## config.mk

```make
export PLATFORM = sky130hd
export DESIGN_NAME = sevenseg_scan_mux
export DESIGN_NICKNAME = d
export VERILOG_FILES = /design/src/rtl/sevenseg_scan_mux.sv
export SDC_FILE = /design/constraint.sdc
export NUM_CORES = 1
export LEC_CHECK = 0
export ABC_AREA = 1
export CAP_MARGIN = 10
export CORE_UTILIZATION = 45
export CTS_CLUSTER_SIZE = 24
export DETAILED_ROUTE_END_ITERATION = 16
export GPL_TIMING_DRIVEN = 0
export PLACE_DENSITY = 0.73
export SLEW_MARGIN = 20
export SYNTH_ARGS = -nofsm -noshare
export SYNTH_HDL_FRONTEND = slang
export SYNTH_SLANG_ARGS = --single-unit
```

## constraint.sdc

```tcl
create_clock -name clk -period 1.6 [get_ports clk]
set_input_delay 0.32 -clock clk [delete_from_list [all_inputs] [get_ports clk]]
set_output_delay 0.32 -clock clk [all_outputs]
set_load 0.03 [all_outputs]
```

## src/rtl/sevenseg_scan_mux.sv

```systemverilog
// sevenseg_scan_mux: time-multiplexed hex seven-segment driver with shadow regs.
// Optional feature macro: LEADING_ZERO_BLANK_EN (blanks leading zero digits).
module sevenseg_scan_mux #(
    parameter int NUM_DIGITS  = 4,
    parameter int REFRESH_DIV = 100000,
    parameter int ACTIVE_LOW  = 1
) (
    input  logic                    clk,
    input  logic                    reset,
    input  logic [4*NUM_DIGITS-1:0] data,
    input  logic [NUM_DIGITS-1:0]   dp,
    input  logic                    load,
    output logic [6:0]              segments,
    output logic                    dp_out,
    output logic [NUM_DIGITS-1:0]   Anode_Activate,
    output logic [((NUM_DIGITS > 1) ? $clog2(NUM_DIGITS) : 1)-1:0] digit_idx
);

    localparam int IW = (NUM_DIGITS > 1) ? $clog2(NUM_DIGITS) : 1;
    localparam int CW = $clog2(REFRESH_DIV);
    localparam logic POL = (ACTIVE_LOW != 0);

    logic [4*NUM_DIGITS-1:0] shadow_data;
    logic [NUM_DIGITS-1:0]   shadow_dp;
    logic [CW-1:0]           cnt;
    logic [3:0]              cur;
    logic [6:0]              seg_on;
    logic [NUM_DIGITS-1:0]   an_on;
    logic                    dp_on;
    logic [6:0]              seg_nxt;
    logic [NUM_DIGITS-1:0]   an_nxt;
    logic                    dp_nxt;

    // Glyphs are stored in common-anode form (0 = segment lit).
    function automatic logic [6:0] glyph(input logic [3:0] h);
        logic [6:0] g;
        case (h)
            4'h0: g = 7'b000_0001;
            4'h1: g = 7'b100_1111;
            4'h2: g = 7'b001_0010;
            4'h3: g = 7'b000_0110;
            4'h4: g = 7'b100_1100;
            4'h5: g = 7'b010_0100;
            4'h6: g = 7'b010_0000;
            4'h7: g = 7'b000_1111;
            4'h8: g = 7'b000_0000;
            4'h9: g = 7'b000_1100;
            4'hA: g = 7'b000_1000;
            4'hB: g = 7'b110_0000;
            4'hC: g = 7'b011_0001;
            4'hD: g = 7'b100_0010;
            4'hE: g = 7'b011_0000;
            default: g = 7'b011_1000;
        endcase
        return g;
    endfunction

`ifdef LEADING_ZERO_BLANK_EN
    // Index of the most-significant nonzero digit; 0 when the word is zero.
    function automatic logic [IW-1:0] top_nz(input logic [4*NUM_DIGITS-1:0] d);
        logic [IW-1:0] m;
        m = '0;
        for (int i = 0; i < NUM_DIGITS; i++)
            if (d[4*i +: 4] != 4'd0) m = IW'(i);
        return m;
    endfunction
`endif

    // Decode the current digit into lit-high patterns, then apply board polarity.
    always_comb begin
        cur    = shadow_data[4*int'(digit_idx) +: 4];
        seg_on = ~glyph(cur);
        an_on  = NUM_DIGITS'(1) << digit_idx;
        dp_on  = shadow_dp[digit_idx];
`ifdef LEADING_ZERO_BLANK_EN
        if (digit_idx > top_nz(shadow_data) && !dp_on) begin
            seg_on = '0;
            an_on  = '0;
        end
`endif
        seg_nxt = POL ? ~seg_on : seg_on;
        an_nxt  = POL ? ~an_on : an_on;
        dp_nxt  = POL ? ~dp_on : dp_on;
    end

    // Shadow capture; reset takes priority over load.
    always_ff @(posedge clk) begin
        if (reset) begin
            shadow_data <= '0;
            shadow_dp   <= '0;
        end else if (load) begin
            shadow_data <= data;
            shadow_dp   <= dp;
        end
    end

    // Refresh counter and digit scan index.
    always_ff @(posedge clk) begin
        if (reset) begin
            cnt       <= '0;
            digit_idx <= '0;
        end else if (cnt == CW'(REFRESH_DIV - 1)) begin
            cnt       <= '0;
            digit_idx <= (digit_idx == IW'(NUM_DIGITS - 1)) ? '0 : digit_idx + 1'b1;
        end else begin
            cnt <= cnt + 1'b1;
        end
    end

    // Registered pin drivers: all change together one clock after the index.
    always_ff @(posedge clk) begin
        if (reset) begin
            segments       <= {7{POL}};
            dp_out         <= POL;
            Anode_Activate <= {NUM_DIGITS{POL}};
        end else begin
            segments       <= seg_nxt;
            dp_out         <= dp_nxt;
            Anode_Activate <= an_nxt;
        end
    end

endmodule

```

==> results.rst, run 1 <==
.. list-table::
   :header-rows: 1

   * - Metric
     - Value
   * - Result of the run
     - finished, final reports clean
   * - Number of nets with antenna violations after routing
     - 0
   * - Via-per-instance ratio
     - 4.90
   * - Peak Freq
     - 644 MHz
   * - Number of flops mapped to enable cells by yosys
     - 0
   * - Clock network power share
     - 29.6%
   * - Final nets
     - 415
   * - First-pass detailed-route iteration total
     - 4
   * - Total detailed-routing wirelength
     - 5.05 mm
   * - Top-level I/O count
     - 37
   * - Sum of internal, switching and leakage power
     - 2.39 mW
   * - Worst reg2reg setup slack
     - 90 ps
   * - Highest Signal Layer
     - met4
   * - Setup violations, final
     - 0
   * - Transition time of the tightest slew-check pin
     - 451 ps
   * - Internal Dissipation
     - 1.78 mW
   * - Proportion of layout cells with a drive suffix above 1
     - 11.8%
   * - Post-route met1 wirelength
     - 2.38 mm
   * - Sum of net half-perimeters after detailed placement
     - 3.45 mm
   * - Total Die Area
     - 5670 µm²
   * - Clock tree from TritonCTS
     - done
   * - Initial antenna violation count
     - 0
   * - CP Max Fanout
     - 6
   * - CP Class
     - reg2out
   * - Power per cell area
     - 776 nW/µm²
   * - Headroom to the max-slew limit
     - 69.9%
   * - Mapped cell area
     - 2420 µm²
   * - Leak Pwr
     - 1.28 nW
   * - Total stage count of the critical path
     - 2
   * - Die span in x
     - 75.3 µm
   * - Kind of end point of the critical path
     - output pin
   * - Effective utilization at floorplan
     - 47.1%
   * - Count of vias placed by the detailed router
     - 2215
   * - Largest clock skew in the final design
     - 3.09 ps
   * - Per-cell routed wire length
     - 11.2 µm
   * - Height of the die
     - 75.3 µm
   * - Class of the tightest hold or removal check
     - reg2reg
   * - Cell with the largest stage delay on the worst path
     - sky130_fd_sc_hd__dfxtp_4
   * - Part of the Yosys area used for sequential elements
     - 42.2%
   * - CTS Root Buffer Type
     - sky130_fd_sc_hd__clkbuf_8
   * - Ys flop type
     - sky130_fd_sc_hd__dfxtp_1
   * - Mean area per synthesized cell
     - 7.24 µm²
   * - Net switching share of the total power
     - 25.5%
   * - Number of sinks on the clock net
     - 51
   * - Buf+Inv Stages, Crit Path
     - 2
   * - Critical Path Sink
     - digit_idx[0]
   * - Synthesized net count
     - 368
   * - Critical path's largest stage delay
     - 420 ps
   * - Cell-by-cell listing of the critical path
     - buf_4, dlygate4sd2_1
   * - R2r worst-path depth
     - 9
   * - Worst vdd rail ir drop
     - 0.361 mV
   * - Maximum number of pins on one net before global-route repair
     - 15
   * - TritonCTS buffer count
     - 5
   * - Start point of the critical path
     - digit_idx[0]
   * - Minimum hold slack
     - 461 ps
   * - Count of input and output buffers
     - 35
   * - Reg power frac
     - 56.5%
   * - Vias in the first global route
     - 1903
   * - P&R area growth vs syn
     - 27.2%
   * - Congestion Overflow GR
     - 0
   * - Core region area
     - 5140 µm²
   * - Reg-to-reg startpoint
     - digit_idx[0]
   * - Time the worst path needs with I/O delays and setup
     - 1550 ps
   * - Unrepaired setup endpoints after global routing
     - true
   * - Final slew viol count
     - 0
   * - Routed length on met3
     - 226 µm
   * - Combinational cell fraction of total power
     - 13.9%
   * - Layout fillers
     - 504
   * - Number of synthesized register bits
     - 51
   * - Post-route clock period utilization
     - 97.1%
   * - Clock H-tree levels
     - 2
   * - Leading cell types in the layout, fill and taps excluded
     - sky130_fd_sc_hd__nand2_1 (74), sky130_fd_sc_hd__nor2_1 (74), sky130_fd_sc_hd__dfxtp_1 (49), sky130_fd_sc_hd__o21ai_0 (26), sky130_fd_sc_hd__clkdlybuf4s50_1 (21)
   * - Share of async-settable or async-resettable flops after synthesis
     - 0%
   * - Worst-skew pair later-pin latency
     - 300 ps
   * - Residual DRC count
     - 0
   * - Synthesized netlist cell count
     - 334
   * - Reg2reg end
     - segments[2]
   * - Global-route wire length before repair
     - 8.05 mm
   * - Synth warn
     - 0
   * - Setup tns final
     - 0 ps
   * - DRT iter0 DRCs
     - 103
   * - Antenna diode instance count
     - 0
   * - Pre-CTS worst setup slack
     - -192 ps
   * - Synth cell types
     - 28
   * - Final hold vios
     - 0
   * - Worst-case clock buffer depth
     - 2
   * - Wire length on met2
     - 2.38 mm
   * - Max-capacitance violation count
     - 0
   * - CP arrival
     - 1230 ps
   * - GR Util All Layers
     - 18.4%
   * - Std-Cell Rows
     - 26
   * - Weighted congestion reported at the end of routability-driven placement
     - 0.784
   * - Worst Setup Slack, final
     - 47.0 ps
   * - Power dissipated by switching net loads
     - 0.609 mW
   * - CTS clk-pin slew, worst paths
     - 90 ps
   * - Top cell family by delay on the critical path
     - buffers and inverters
   * - Critical path startpoint category
     - flop
   * - Endpoint required time on the critical path
     - 1280 ps
power groups by stage:
| stage | logic, mW | clock network [mW] | registers (mW) |
|---|---|---|---|
| floorplan | 0.153 | 0 | 1.42 |
| global placement | 0.312 | 0 | 1.38 |
| detailed placement | 0.317 | 0 | 1.38 |
| CTS | 0.325 | 0.731 | 1.35 |
| global route | 0.373 | 0.775 | 1.36 |
| finish | 0.331 | 0.707 | 1.35 |
metrics by stage:
| stage | cells | util (%) | area, µm² |
|---|---|---|---|
| after floorplan | 334 | - | 2420 |
| after global placement | 439 | 55.7 | 2860 |
| after detailed placement | 439 | 55.7 | 2860 |
| after CTS | 448 | 57.8 | 2970 |
| after global routing | 452 | 59.9 | 3080 |
| final | 452 | 59.9 | 3080 |
registers in the layout (all words and copies together), names as in the netlist:
signal          flops
digit_idx           2
dp_out              1
Anode_Activate      4
shadow_data        16
cnt                17
segments            7
shadow_dp           4
worst min path at each step:
stage / from / endpoint / slack (ps) / depth (start not counted)
after floorplan: reset / segments[5] / 410 / 2
after global placement: shadow_dp[2] / shadow_dp[2] / 450 / 2
final: shadow_dp[2] / shadow_dp[2] / 460 / 2
after CTS: shadow_dp[2] / shadow_dp[2] / 460 / 2
after detailed placement: shadow_dp[2] / shadow_dp[2] / 450 / 2
after global routing: shadow_dp[2] / shadow_dp[2] / 480 / 2
cell families (layout without fill, tap and decap cells):
kind of cell	count (synthesis)	after routing	synth area share, %
and+or+nand+nor	197	197	36.6
DFF	51	51	42.2
AOI/OAI and AO/OA	37	37	7.76
buffers and inverters	31	79	5.22
adders and majority gates	11	11	5.69
xor gates and xnor gates	7	7	2.53
synth_stat cells (4+ instances only):
cell type                  count  area (µm²)
sky130_fd_sc_hd__a21oi_1      10        50.1
sky130_fd_sc_hd__clkbuf_1      6        22.5
sky130_fd_sc_hd__dfxtp_1      51        1020
sky130_fd_sc_hd__ha_1         11         138
sky130_fd_sc_hd__inv_1        17        63.8
sky130_fd_sc_hd__inv_2         4        15.0
sky130_fd_sc_hd__nand2_1      76         285
sky130_fd_sc_hd__nand3_1      22         110
sky130_fd_sc_hd__nand3_2       4        40.0
sky130_fd_sc_hd__nand4_1       5        31.3
sky130_fd_sc_hd__nor2_1       74         278
sky130_fd_sc_hd__o21ai_0      26         130
sky130_fd_sc_hd__xor2_1        4        35.0
routing by layer:
| layer | up-vias | global-route usage [%] |
|---|---|---|
| met3 | 7 | 4.23 |
| met1 | 1005 | 24.1 |
| li1 | 1149 | - |
| met4 | 0 | 6.58 |
| met5 | - | 0 |
| met2 | 54 | 29.9 |
timing repair:
| action | CTS | global route |
|---|---|---|
| gates cloned | 0 | 1 |
| pin swaps | 1 | 4 |
| setup buffers | 2 | 3 |
| gates resized for setup | 16 | 17 |
| hold buffers | 0 | 0 |
| setup endpoints to repair | 16 | 10 |
layout make-up:
class / instances / area, µm² / area share, %
multi-input combinational: 252 / 1330 / 43.1
clock inverter: 1 / 5.00 / 0.163
inverter: 21 / 86.3 / 2.81
sequential: 51 / 1030 / 33.4
timing repair buffer: 41 / 414 / 13.5
clock buffer: 7 / 76.3 / 2.48
buffer: 9 / 52.6 / 1.71
tap: 70 / 87.6 / 2.85
worst register-to-register path, delay by kind of cell, from the launching register on:
| family | cells | cell delay (ps) |
|---|---|---|
| buffers and inverters | 4 | 510 |
| flip-flops | 1 | 390 |
| AND/OR/NAND/NOR | 5 | 490 |
Note: power is estimated with default switching activity, not from simulation.
==> inputs of run 2 (changes only) <==
- CTS_BUF_LIST: not set -> sky130_fd_sc_hd__clkbuf_4
==> results.rst, run 2 (synthesis results as in run 1) <==
.. list-table::
   :header-rows: 1

   * - Metric
     - Value
   * - Result of the run
     - finished, violations left (was finished, final reports clean)
   * - Violations in the final reports
     - negative setup slack
   * - Number of sinks on the clock net
     - 51 (unchanged)
   * - Via-per-instance ratio
     - 4.96 (was 4.90)
   * - Clock tree from TritonCTS
     - done (unchanged)
   * - Total Die Area
     - 5670 µm² (unchanged)
   * - Leading cell types in the layout, fill and taps excluded
     - sky130_fd_sc_hd__nor2_1 (73), sky130_fd_sc_hd__nand2_1 (69), sky130_fd_sc_hd__dfxtp_1 (48), sky130_fd_sc_hd__o21ai_0 (26), sky130_fd_sc_hd__clkdlybuf4s50_1 (21) (was sky130_fd_sc_hd__nand2_1 (74), sky130_fd_sc_hd__nor2_1 (74), sky130_fd_sc_hd__dfxtp_1 (49), sky130_fd_sc_hd__o21ai_0 (26), sky130_fd_sc_hd__clkdlybuf4s50_1 (21))
   * - Time the worst path needs with I/O delays and setup
     - 1620 ps (was 1550 ps)
   * - Max FFs per register
     - 17 (unchanged)
   * - Global-route wire length before repair
     - 8.37 mm (was 8.05 mm)
   * - TritonCTS buffer count
     - 5 (unchanged)
   * - Vias in the first global route
     - 1917 (was 1903)
   * - Residual DRC count
     - 0 (unchanged)
   * - Maximum number of pins on one net before global-route repair
     - 15 (unchanged)
   * - Count of vias placed by the detailed router
     - 2268 (was 2215)
   * - CP Max Fanout
     - 6 (unchanged)
   * - Total detailed-routing wirelength
     - 5.26 mm (was 5.05 mm)
   * - Proportion of layout cells with a drive suffix above 1
     - 16.8% (was 11.8%)
   * - Worst vdd rail ir drop
     - 0.358 mV (was 0.361 mV)
   * - Max-capacitance violation count
     - 0 (unchanged)
   * - Congestion Overflow GR
     - 0 (unchanged)
   * - CTS Root Buffer Type
     - sky130_fd_sc_hd__clkbuf_4 (was sky130_fd_sc_hd__clkbuf_8)
   * - Minimum hold slack
     - 422 ps (was 461 ps)
   * - Cell-by-cell listing of the critical path
     - buf_6, buf_6, nand2_2, nand3_2, nand2_4, ha_4, inv_2, nand3_1, nand2_1, nand2_1, nand3_1 (was buf_4, dlygate4sd2_1)
   * - Leading cell type in the layout, fill and taps excluded
     - sky130_fd_sc_hd__nor2_1
   * - Worst reg2reg setup slack
     - -20 ps (was 90 ps)
   * - CTS clk-pin slew, worst paths
     - 130 ps (was 90 ps)
   * - Number of placed instances with taps included
     - 439 (unchanged)
   * - P&R area growth vs syn
     - 29.4% (was 27.2%)
   * - Power per cell area
     - 732 nW/µm² (was 776 nW/µm²)
   * - CP arrival
     - 1860 ps (was 1230 ps)
   * - Cell with the largest stage delay on the worst path
     - sky130_fd_sc_hd__dfxtp_4 (unchanged)
   * - Worst Hold Launch
     - load (was shadow_dp[2])
   * - Largest clock skew in the final design
     - 4.23 ps (was 3.09 ps)
   * - CP Class
     - reg2reg (was reg2out)
   * - Setup violations, final
     - 1 (was 0)
   * - Transition time of the tightest slew-check pin
     - 443 ps (was 451 ps)
   * - Endpoint required time on the critical path
     - 1840 ps (was 1280 ps)
   * - Reg-to-reg startpoint
     - digit_idx[0] (unchanged)
   * - Routed length on met3
     - 195 µm (was 226 µm)
   * - Post-route met1 wirelength
     - 2.46 mm (was 2.38 mm)
   * - Post-route clock period utilization
     - 101% (was 97.1%)
   * - Weighted congestion reported at the end of routability-driven placement
     - 0.784 (unchanged)
   * - Layout fillers
     - 510 (was 504)
   * - Headroom to the max-slew limit
     - 70.5% (was 69.9%)
   * - Count of placed standard cells in the final layout, fillers left out
     - 457 (was 452)
   * - Wire length on met2
     - 2.55 mm (was 2.38 mm)
   * - Start point of the critical path
     - digit_idx[0] (unchanged)
   * - GR Util All Layers
     - 19.1% (was 18.4%)
   * - Std-Cell Rows
     - 26 (unchanged)
   * - Count of input and output buffers
     - 35 (unchanged)
   * - First-pass detailed-route iteration total
     - 4 (unchanged)
   * - Class of the tightest hold or removal check
     - in2reg (was reg2reg)
   * - Clock H-tree levels
     - 2 (unchanged)
   * - Largest registers
     - cnt: 17 flops, shadow_data: 16 flops, segments: 7 flops (unchanged)
   * - Per-cell routed wire length
     - 11.5 µm (was 11.2 µm)
   * - DRT iter0 DRCs
     - 117 (was 103)
   * - Core region area
     - 5140 µm² (unchanged)
   * - Worst-case clock buffer depth
     - 2 (unchanged)
   * - Worst-skew pair later-pin latency
     - 350 ps (was 300 ps)
   * - Leak Pwr
     - 1.26 nW (was 1.28 nW)
   * - Final nets
     - 420 (was 415)
   * - Kind of end point of the critical path
     - flop (was output pin)
   * - Number of nets with antenna violations after routing
     - 0 (unchanged)
   * - Critical path startpoint category
     - flop (unchanged)
   * - Sum of net half-perimeters after detailed placement
     - 3.45 mm (unchanged)
   * - Top-level I/O count
     - 37 (unchanged)
   * - Effective utilization at floorplan
     - 47.1% (unchanged)
   * - Peak Freq
     - 618 MHz (was 644 MHz)
   * - Final slew viol count
     - 0 (unchanged)
   * - Buf+Inv Stages, Crit Path
     - 3 (was 2)
   * - Setup tns final
     - -19.4 ps (was 0 ps)
   * - Height of the die
     - 75.3 µm (unchanged)
   * - Unrepaired setup endpoints after global routing
     - true (unchanged)
   * - Total of hold buffers inserted after clock tree synthesis
     - 0 (unchanged)
   * - Largest Register
     - cnt (unchanged)
   * - Antenna diode instance count
     - 0 (unchanged)
   * - Critical path's largest stage delay
     - 400 ps (was 420 ps)
   * - Top cell family by delay on the critical path
     - simple AND/OR/NAND/NOR gates (was buffers and inverters)
   * - Final hold vios
     - 0 (unchanged)
   * - Worst Setup Slack, final
     - -19.4 ps (was 47.0 ps)
   * - Highest Signal Layer
     - met4 (unchanged)
   * - Initial antenna violation count
     - 0 (unchanged)
   * - Die span in x
     - 75.3 µm (unchanged)
[run 2: changes by cell type in the layout (fill, tap and decap cells not counted), moves of 3 or more]
cell and change:
sky130_fd_sc_hd__clkbuf_8 -5, sky130_fd_sc_hd__nand2_2 +6, sky130_fd_sc_hd__dlygate4sd2_1 +3, sky130_fd_sc_hd__clkbuf_4 +7, sky130_fd_sc_hd__inv_2 +3, sky130_fd_sc_hd__nand2_1 -5
sky130_fd_sc_hd__dlymetal6s2s_1 -5, sky130_fd_sc_hd__buf_6 +4
[run 2: power breakdown]
group | switching (mW) | leakage (nW) | internal [mW] | total (mW)
combinational | 0.201 | 0.801 | 0.153 | 0.354
clock | 0.375 | 0.0361 | 0.206 | 0.581
sequential | 0.0263 | 0.422 | 1.33 | 1.35
total | 0.603 | 1.26 | 1.69 | 2.29
[run 2: layer usage]
| layer | global-route usage, % | vias up |
|---|---|---|
| li1 | - | 1167 |
| met1 | 25.9 | 1044 |
| met2 | 30.4 | 51 |
| met3 | 3.70 | 6 |
| met4 | 7.20 | 0 |
| met5 | 0 | - |
[run 2: final timing paths]
| path | endpoint | depth (start not counted) |
|---|---|---|
| max | segments[3] | 11 |
| max reg2reg | segments[3] | 11 |
| min | shadow_data[3] | 3 |
| min reg2reg | cnt[0] | 1 |
[run 2: per-stage QoR]
stage	setup WS, ps	power, mW	util (%)	cell area, µm²
2_1_floorplan	14.1	1.57	-	2420
3_3_place_gp	-141	1.69	55.7	2860
3_5_place_dp	-192	1.70	55.7	2860
4_1_cts	-0.00577	2.29	58.9	3030
5_1_grt	-64.0	2.42	60.9	3130
6_report	-19.4	2.29	60.9	3130
[run 2: worst register-to-register path, cell delays in order (launching register included)]
cell                      delay [ps]
sky130_fd_sc_hd__dfxtp_4         400
sky130_fd_sc_hd__buf_6           130
sky130_fd_sc_hd__buf_6           130
sky130_fd_sc_hd__nand2_2          50
sky130_fd_sc_hd__nand3_2          80
sky130_fd_sc_hd__nand2_4         100
sky130_fd_sc_hd__ha_4            290
sky130_fd_sc_hd__inv_2            40
sky130_fd_sc_hd__nand3_1          80
sky130_fd_sc_hd__nand2_1          70
sky130_fd_sc_hd__nand2_1          60
sky130_fd_sc_hd__nand3_1          70
[run 2: final cells by class]
type	instances	area [µm²]	area share, %
Buffer	9	48.8	1.56
Clock buffer	7	52.6	1.68
Clock inverter	1	5.00	0.160
Inverter	21	86.3	2.76
Multi-Input combinational cell	253	1400	44.7
Sequential cell	51	1030	32.9
Tap cell	70	87.6	2.80
Timing Repair Buffer	45	422	13.5
[run 2: timing repair]
action	in CTS	in global routing
setup buffers	8	2
endpoints found under the setup margin	21	10
pin swaps	3	14
cloned	0	1
resized for setup	32	22
==> inputs of run 3 (changes only) <==
- CAP_MARGIN: 10 -> not set
==> results of run 3 <==
No change in the layout: final DEF, timing and power equal those of run 2.
